`config.mk`:
```
export PLATFORM = sky130hd
export DESIGN_NAME = rotate_right_seq_32_bit
export DESIGN_NICKNAME = d
export VERILOG_FILES = /design/src/rtl/rotate_right_seq_32_bit.sv
export SDC_FILE = /design/constraint.sdc
export NUM_CORES = 1
export LEC_CHECK = 0
export ABC_AREA = 1
export CAP_MARGIN = 30
export CELL_PAD_IN_SITES_DETAIL_PLACEMENT = 1
export CELL_PAD_IN_SITES_GLOBAL_PLACEMENT = 1
export CORE_UTILIZATION = 40
export CTS_BUF_LIST = sky130_fd_sc_hd__clkbuf_16
export CTS_CLUSTER_DIAMETER = 150
export DETAILED_ROUTE_END_ITERATION = 8
export PLACE_DENSITY_LB_ADDON = 0.1
export REMOVE_ABC_BUFFERS = 1
export SYNTH_ARGS = -nofsm -noshare
export SYNTH_HDL_FRONTEND = slang
export SYNTH_SLANG_ARGS = --single-unit
```
`constraint.sdc`:
```
create_clock -name clk -period 4.6 [get_ports clk]
set_input_delay 0.69 -clock clk [delete_from_list [all_inputs] [get_ports clk]]
set_output_delay 0.69 -clock clk [all_outputs]
set_load 0.1 [all_outputs]
```
`src/rtl/rotate_right_seq_32_bit.sv`:
```
// rotate_right_seq_32_bit: multi-cycle 32-bit rotate-right, up to STEP bits per clock,
// with a start/busy/done handshake.
module rotate_right_seq_32_bit #(
    parameter int WIDTH   = 32,
    parameter int SHAMT_W = 5,
    parameter int STEP    = 1
) (
    input  logic               clk,
    input  logic               clr,
    input  logic               start,
    input  logic [WIDTH-1:0]   in,
    input  logic [SHAMT_W-1:0] b,
    output logic [WIDTH-1:0]   out,
    output logic               busy,
    output logic               done
);
    typedef enum logic [1:0] {IDLE, BUSY, DONE} state_t;
    state_t state, state_nx;
    logic [WIDTH-1:0] acc, rot;
    logic [SHAMT_W-1:0] rem, s, rem_nx;
    logic accept;
    always_comb begin
        accept = start && state != BUSY;
        s = (rem < SHAMT_W'(STEP)) ? rem : SHAMT_W'(STEP);
        // doubling the word turns a right shift into a lossless rotate
        rot = WIDTH'({acc, acc} >> s);
        rem_nx = rem - s;
        state_nx = accept ? (b == '0 ? DONE : BUSY) :
                   state == BUSY ? (rem_nx == '0 ? DONE : BUSY) : IDLE;
    end
    always_ff @(posedge clk or negedge clr) begin
        if (!clr) begin
            state <= IDLE;
            acc   <= '0;
            rem   <= '0;
            out   <= '0;
            busy  <= 1'b0;
            done  <= 1'b0;
        end else begin
            state <= state_nx;
            busy  <= state_nx == BUSY;
            done  <= state_nx == DONE;
            if (accept) begin
                acc <= in;
                rem <= b;
                if (b == '0) out <= in;
            end else if (state == BUSY) begin
                acc <= rot;
                rem <= rem_nx;
                if (rem_nx == '0) out <= rot;
            end
        end
    end
endmodule

```
==> results of run 1 <==
==> cell type report <==
cell class                      instances  area (µm²)  share of cell area
Sequential cell                        73        1830               0.378
Multi-Input combinational cell        398        1730               0.359
Timing Repair Buffer                   78         798               0.165
Clock inverter                          7        61.3              0.0127
Inverter                               14        52.6              0.0109
Clock buffer                            9         225              0.0466
Tap cell                              111         139              0.0287
==> metal layers <==
layer	global-route usage	wire, µm
met5	0	0
met3	0.0355	387
met2	0.416	5220
met1	0.300	4790
met4	0.0950	177
==> flip-flops by register name, summed over array words and instances (netlist names) <==
register and cells:
state 2, done 1, out 32, busy 1
acc 32, rem 5
==> worst min-delay path by stage <==
stage                                      to  slack [ns]  cells past startpoint
after CTS                  acc[6]$_DFFE_PN0P_        0.34                      1
after floorplan            acc[0]$_DFFE_PN0P_        0.39                      0
after global routing       rem[0]$_DFFE_PN0P_        0.36                      1
after global placement    out[16]$_DFFE_PN0P_        0.50                      2
final                      rem[0]$_DFFE_PN0P_        0.33                      1
after detailed placement  out[23]$_DFFE_PN0P_        0.50                      2
==> cells in the final DEF, fill, tap and decap left out, drive strengths merged <==
cell	instances
ha	2
nand2	275
inv	14
clkinv	4
nand3	36
o21ai	2
buf	6
nand4	3
dfrtp	73
nor2	39
clkinvlp	2
clkdlybuf4s50	72
or2	1
bufinv	1
o211ai	2
and2	1
o221ai	3
a31oi	32
a22oi	2
clkbuf	9
==> worst reg2reg max path, cell delays in order (launching register included) <==
cell and delay, ns:
dfrtp_1 0.41, nor2_1 0.10, nand2_1 0.09, nand2_1 0.11
ha_1 0.23, o21ai_0 0.24, nand4_1 0.20, nor2_4 0.17
nand2_4 0.26, nand2_4 0.42, nand2_1 0.12, nand2_1 0.08
==> per-stage QoR <==
stage	utilization	std cells	instance area, µm²	hold WS (ns)
detailed placement	0.495	674	4550	0.498
global route	0.526	690	4840	0.359
global placement	0.490	672	4500	0.497
CTS	0.526	690	4840	0.342
floorplan	-	485	3610	0.394
finish	0.526	690	4840	0.328
==> cells by family after synthesis <==
| group | Yosys count | share of synthesized area |
|---|---|---|
| AO/OA/AOI/OAI | 41 | 0.0707 |
| adder cells (fa/ha/maj) | 2 | 0.00664 |
| buffers and inverters | 42 | 0.0551 |
| flip-flops | 73 | 0.485 |
| AND/OR/NAND/NOR | 355 | 0.383 |
==> results_dict.tcl, run 1 <==
set metrics [dict create \
    antenna_found_initial 0 \
    wl_um 10600 \
    cts_resized 0 \
    die_area_um2 9810 \
    rows 35 \
    antenna_cells 0 \
    min_period_ns 2.59 \
    slew_headroom 0.336 \
    grt_use_total 0.239 \
    syn_to_final_growth_pct 28.4 \
    crit_path_end "out[30]$_DFFE_PN0P_" \
    synthFlopType "dfrtp_1" \
    place.gp.congestion 0.782 \
    arrival_ns 2.81 \
    syn_avg_cell_area_um2 7.35 \
    syn_inst 513 \
    crit_path_end_kind "flop" \
    post_cts_buffers 0 \
    dp_hpwl_um 6700 \
    syn_area_um2 3770 \
    hold_path.class "primary input to asynchronous set/reset pin" \
    crit_type "primary input to flop" \
    ios 74 \
    die_width_um 99.1 \
    clock_skew_ns 0.00567 \
    coreArea_um2 9200 \
    r2r_setup_slack_ns 2.11 \
    firstDrtPassIters 4 \
    worstReg2RegStart "rem[4]$_DFFE_PN0P_" \
    synth-warning-count 0 \
    numClockSinks 73 \
    vias 3607 \
    status "finished clean" \
    cts_tree "built" \
    reg2reg_to "out[30]$_DFFE_PN0P_" \
    async_reset_ff_frac 1.00 \
    worst-path-buf-inv 2 \
    yosys-top-cells-area "dfrtp_1, nand2_1, a31oi_1" \
    synth_commonest_cells "nand2_1, dfrtp_1, nand3_1" \
    startpoint_type "primary input" \
    crit_chain "clkdlybuf4s50_1, nand2_2, inv_2, nand2_4, nand2_4, nand2_1, nand2_1" \
    setup_viol 0 \
    slowest_delay_ns 0.60 \
    min_period_over_period 0.562 \
    htreeDepth 3 \
    max_cap_viol_count 0 \
    yosysMostFrequentCell "nand2_1" \
    hold_viol 0 \
    worst-path-stages 7 \
    worstMarginPinSlew_ns 0.993 \
    vias_per_cell 5.23 \
    synth-edff-count 0 \
    ys_seq_area_frac 0.485 \
    fill_cells 1169 \
    grt_max_degree 59 \
    path_max_fanout 36 \
    cts_buffer_depth 2 \
    clock_latency_ns 0.33 \
    drive_above_1_share 0.0535 \
    finalSetupTns_ns 0 \
    grt_pass1_wl_um 18500 \
    portBuffers 73 \
    root_buffer "clkbuf_16" \
    wl_per_cell_um 15.3 \
    die_y_um 99.1 \
    yosys.cell_types.count 24 \
    grt_pass1_vias 3812 \
    crit_start "start" \
    yosysTopAreaCellShare 0.485 \
    worst_slack_ns 2.01 \
    nNetsFinal 616 \
    synth_area_leader_cell "dfrtp_1" \
    crit_slowest_cell "nand2_2" \
    ys_seq_elements 73 \
    start_util 0.410 \
    clkSlewWorstSetupHoldPaths_ns 0.06 \
    path_delay_family "simple AND/OR/NAND/NOR gates" \
    detail-route-antenna-nets 0 \
    drv_slew 0 \
    drt_iter0_drc 123 \
    cts_hold_buf 0 \
    timing.fmax_ghz 0.387 \
    drc 0 \
    dp_slack_ns 1.63 \
    rsz0062_at_grt "no" \
    overflow 0 \
    required_ns 4.82 \
    ff2ff_path_depth 11 \
    cts_buffers 9 \
]
Power of run 1 is left out: the tool's default activity adds up to more than one toggle a clock period on the data nets, which glitch-free logic cannot reach.
==> run 2, diff against run 1 <==
- CORE_UTILIZATION: 40 -> 34
- clock period: 4.6 -> 2.3 ns (I/O delays scaled with it)
==> run 2 against run 1 <==
  * The flow now finishes with violations (negative hold slack)
  * Non-clock buffer count up 5
  * Cell count up 4.9%
  * Via count down 1.0%
  * Core utilization down 8.4 points
  * Setup slack worse by 1.8 ns
  * First-iteration DRC count down 24%
  * Sequential cell count unchanged
  * Wire length up 4.2%
  * Global-route usage down 3.3 points
  * Critical path type is now flop to flop
  * Highest routed layer unchanged
==> results_dict.tcl, run 2 (synthesis gave the netlist of run 1 again) <==
set metrics [dict create \
    hold_path.class "primary input to asynchronous set/reset pin" \
    use_met3 0.0254 \
    htreeDepth 3 \
    drt_iter0_drc 93 \
    crit_chain "nor2_1, nand2_1, nand2_1, ha_1, inv_1, nand2_1, nand4_1, nor2_4, nand2_4, buf_4, nand3_1, nand2_1" \
    startpoint_type "flop" \
    clock_latency_ns 0.34 \
    wl_per_cell_um 15.2 \
    use_met1 0.255 \
    setup_viol 0 \
    vias 3571 \
    nNetsFinal 621 \
    grtUsageMet2 0.367 \
    drc 0 \
    clkSlewWorstSetupHoldPaths_ns 0.06 \
    grt_pass1_vias 3660 \
    die_y_um 107 \
    cts_buffer_depth 2 \
    whs_ns -0.0102 \
    hold_viol 10 \
    drv_slew 0 \
    r2r_setup_slack_ns 0.22 \
    portBuffers 73 \
    wl_um 11000 \
    antenna_found_initial 0 \
    arrival_ns 2.31 \
    slew_headroom 0.640 \
    required_ns 2.52 \
    min_period_over_period 0.905 \
    antenna_cells 0 \
    syn_to_final_growth_pct 27.2 \
    cts_hold_buf 0 \
    grt_max_degree 52 \
    path_max_fanout 18 \
    overflow 0 \
    finalSetupTns_ns 0 \
    crit_path_end_kind "flop" \
    worstReg2RegStart "rem[4]$_DFFE_PN0P_" \
    status "finished, violations left" \
    root_buffer "clkbuf_16" \
    final_common_cell "nand2_1" \
    slowest_delay_ns 0.42 \
    top_usage_layer "met2" \
    rows 38 \
    grt_pass1_wl_um 18200 \
    worst-path-buf-inv 2 \
    start_util 0.348 \
    crit_slowest_cell "dfrtp_1" \
    reg2reg_to "out[15]$_DFFE_PN0P_" \
    cts_tree "built" \
    max_cap_viol_count 0 \
    ios 74 \
    violations "negative hold slack" \
    crit_type "flop to flop" \
    detail-route-antenna-nets 0 \
    vias_per_cell 4.93 \
    path_common_cell "nand2_1" \
    cts_buffers 9 \
    place.gp.congestion 0.757 \
    die_width_um 107 \
    crit_start "rem[4]$_DFFE_PN0P_" \
    numClockSinks 73 \
    rsz0062_at_grt "no" \
    die_area_um2 11500 \
    firstDrtPassIters 4 \
    grt_use_total 0.207 \
    coreArea_um2 10800 \
    ff2ff_path_depth 12 \
    path_delay_family "simple AND/OR/NAND/NOR gates" \
    final_cell_mix "nand2_1, dfrtp_1, buf_4" \
    min_period_ns 2.08 \
    clock_skew_ns 0.00545 \
    drive_above_1_share 0.115 \
    largestRegisters "acc: 32 flops, out: 32 flops, rem: 5 flops" \
    dp_hpwl_um 7060 \
    timing.fmax_ghz 0.480 \
    worstMarginPinSlew_ns 0.539 \
]
==> run 2: metrics by stage <==
stage	hold slack (ns)	worst slack, ns	utilization	cells	area, µm²
6_report	-0.0102	0.219	0.442	724	4790
5_1_grt	0.0384	0.0375	0.442	724	4790
4_1_cts	0.0191	0.104	0.441	724	4780
3_5_place_dp	0.373	0.114	0.418	708	4530
3_3_place_gp	0.375	0.249	0.418	708	4530
2_1_floorplan	0.0494	0.273	-	485	3610
==> run 2: area by class of cell <==
type                       count  area (µm²)
clock buffer                   9         225
clock inverter                 7        27.5
fill                        1354        6050
inverter                      14        52.6
multi-input combinational    398        1740
sequential                    73        1830
tap                          140         175
timing repair buffer          83         743
==> run 2: worst register-to-register path, cell delays in order (launching register included) <==
cell and delay (ns):
dfrtp_1 0.42, nor2_1 0.21, nand2_1 0.11, nand2_1 0.13
ha_1 0.18, inv_1 0.06, nand2_1 0.08, nand4_1 0.14
nor2_4 0.17, nand2_4 0.09, buf_4 0.21, nand3_1 0.11
nand2_1 0.06
==> run 2: layer usage <==
| metal | wire length (µm) | vias up |
|---|---|---|
| li1 | - | 1770 |
| met1 | 5120 | 1735 |
| met2 | 5470 | 53 |
| met3 | 265 | 13 |
| met4 | 169 | 0 |
| met5 | 0 | - |
==> run 2: timing repair <==
item | 4_1_cts | 5_1_grt
setup endpoints to repair | 0 | 32
buffers inserted | 0 | 0
gates resized for setup | 0 | 1
==> run 2: worst max path at each step <==
stage / to / cells after the start
after global placement: out[15]$_DFFE_PN0P_ / 12
final: out[15]$_DFFE_PN0P_ / 12
after global routing: out[15]$_DFFE_PN0P_ / 12
after floorplan: out[0]$_DFFE_PN0P_ / 8
after CTS: out[15]$_DFFE_PN0P_ / 12
after detailed placement: out[15]$_DFFE_PN0P_ / 12
Power of run 2 is left out for the same reason.
==> run 3, diff against run 2 <==
- GPL_ROUTABILITY_DRIVEN: default -> 1
- GPL_TIMING_DRIVEN: default -> 0
==> run 3 against run 2 <==
  * Critical path depth fell by 11
  * Sequential share of layout area fell by 1.9 points
  * Critical path type is now flop to output pin
  * Non-clock buffer count rose by 6
  * Largest cell class is now multi-input combinational cells
  * The flow now finishes without violations
  * Sequential cell count did not move
==> results_dict.tcl, run 3 (synthesis gave the netlist of run 1 again) <==
set metrics [dict create \
    status "finished clean" \
    vias 3609 \
    p_leak_nw 2.53 \
    startpoint_type "flop" \
    overflow 0 \
    clock_skew_ns 0.00440 \
    required_ns 1.96 \
    cts_buffers 9 \
    holdPathStages 2 \
    ff2ff_path_depth 12 \
    ios 74 \
    cts_tree "built" \
    crit_chain "clkdlybuf4s50_1" \
    drv_slew 0 \
    htreeDepth 3 \
    grt_pass1_wl_um 18500 \
    coreArea_um2 10800 \
    nNetsFinal 630 \
    crit_path_end_kind "output pin" \
    grt_max_degree 43 \
    drive_above_1_share 0.0793 \
    arrival_ns 1.86 \
    path_delay_family "buffers and inverters" \
    portBuffers 73 \
    fill_cells 1336 \
    worstReg2RegStart "rem[2]$_DFFE_PN0P_" \
    die_area_um2 11500 \
    min_period_over_period 0.960 \
    slew_headroom 0.333 \
    final_common_cell "nand2_1" \
    final_cell_mix "nand2_1, dfrtp_1, clkdlybuf4s50_1" \
    rows 38 \
    crit_slowest_cell "clkdlybuf4s50_1" \
    r2r_setup_slack_ns 0.17 \
    grt_pass1_vias 3689 \
    antenna_found_initial 0 \
    die_y_um 107 \
    placed_cells 702 \
    path_max_fanout 2 \
    wl_um 11400 \
    vias_per_cell 4.92 \
    place.gp.congestion 0.792 \
    placed_cell_area_um2 4590 \
    vdd_drop_max_v 0.000731 \
    hold_path.class "flop to flop" \
    syn_to_final_growth_pct 33.9 \
    min_period_ns 2.21 \
    antenna_cells 0 \
    clkSlewWorstSetupHoldPaths_ns 0.06 \
    setup_viol 0 \
    reg2reg_to "out[0]$_DFFE_PN0P_" \
    slowest_delay_ns 1.15 \
    drc 0 \
    power-per-cell-area_nw_per_um2 1780 \
    cts_buffer_depth 2 \
    max_cap_viol_count 0 \
    die_width_um 107 \
    clock_latency_ns 0.34 \
    numClockSinks 73 \
    min-delay-start "out[6]$_DFFE_PN0P_" \
    finalNonFillerCells 733 \
    detail-route-antenna-nets 0 \
    start_util 0.348 \
    final_area_um2 5050 \
    hold_path_end "out[6]$_DFFE_PN0P_" \
    crit_type "flop to output pin" \
    drt_iter0_drc 147 \
    worst-path-buf-inv 1 \
    dp_hpwl_um 6690 \
    largestRegisters "acc: 32 flops, out: 32 flops, rem: 5 flops" \
    grt_use_total 0.208 \
    worstMarginPinSlew_ns 0.998 \
    root_buffer "clkbuf_16" \
    timing.fmax_ghz 0.453 \
    hold_viol 0 \
    firstDrtPassIters 4 \
    wl_per_cell_um 15.6 \
]
run 3: repair_timing:
item | CTS | global route
hold buffers | 1 | 0
buffers inserted | 0 | 11
gates cloned | 1 | 2
setup endpoints to repair | 67 | 32
resized for setup | 7 | 4
pin swaps | 1 | 5
endpoints found under the hold margin | 3 | 0
run 3: layout make-up:
| type | count | area, µm² | area share |
|---|---|---|---|
| Clock buffer | 9 | 225 | 0.0446 |
| Timing Repair Buffer | 89 | 895 | 0.177 |
| Inverter | 14 | 57.6 | 0.0114 |
| Clock inverter | 7 | 38.8 | 0.00769 |
| Sequential cell | 73 | 1830 | 0.362 |
| Tap cell | 140 | 175 | 0.0347 |
| Multi-Input combinational cell | 401 | 1830 | 0.362 |
run 3: where the power goes:
part           total, mW  switching [mW]  internal, mW
Clock               1.27           0.551         0.718
Sequential          2.34           0.415          1.92
Combinational       5.36            3.82          1.54
run 3: worst max path at each step:
stage / from / end / slack [ns] / depth (start not counted)
2_1_floorplan: state[1]$_DFF_PN0_ / out[0]$_DFFE_PN0P_ / 0.27 / 8
3_3_place_gp: clr / out[16]$_DFFE_PN0P_ / -1.99 / 1
3_5_place_dp: start / out[25]$_DFFE_PN0P_ / -1.22 / 7
4_1_cts: rem[4]$_DFFE_PN0P_ / out[21]$_DFFE_PN0P_ / 0.04 / 12
5_1_grt: rem[2]$_DFFE_PN0P_ / out[8]$_DFFE_PN0P_ / -0.0001 / 12
6_report: out[23]$_DFFE_PN0P_ / out[23] / 0.09 / 1
run 3: layer usage:
layer / wire length (µm) / GRT usage
met2: 5540 / 0.356
met4: 170 / 0.0646
met3: 329 / 0.0375
met1: 5380 / 0.266
met5: 0 / 0
run 3: stage by stage:
stage	hold WS [ns]	total power [mW]	setup TNS, ns	utilization	setup WS [ns]
5_1_grt	0.541	9.66	-0.000110	0.465	-0.000110
3_3_place_gp	0.489	7.25	-203.76	0.417	-1.99
6_report	0.501	8.96	0	0.465	0.0919
4_1_cts	0.508	8.82	0	0.454	0.0362
2_1_floorplan	0.0494	6.09	0	-	0.273
3_5_place_dp	0.356	7.42	-50.72	0.423	-1.22
Note: power is estimated with default switching activity, not from simulation.
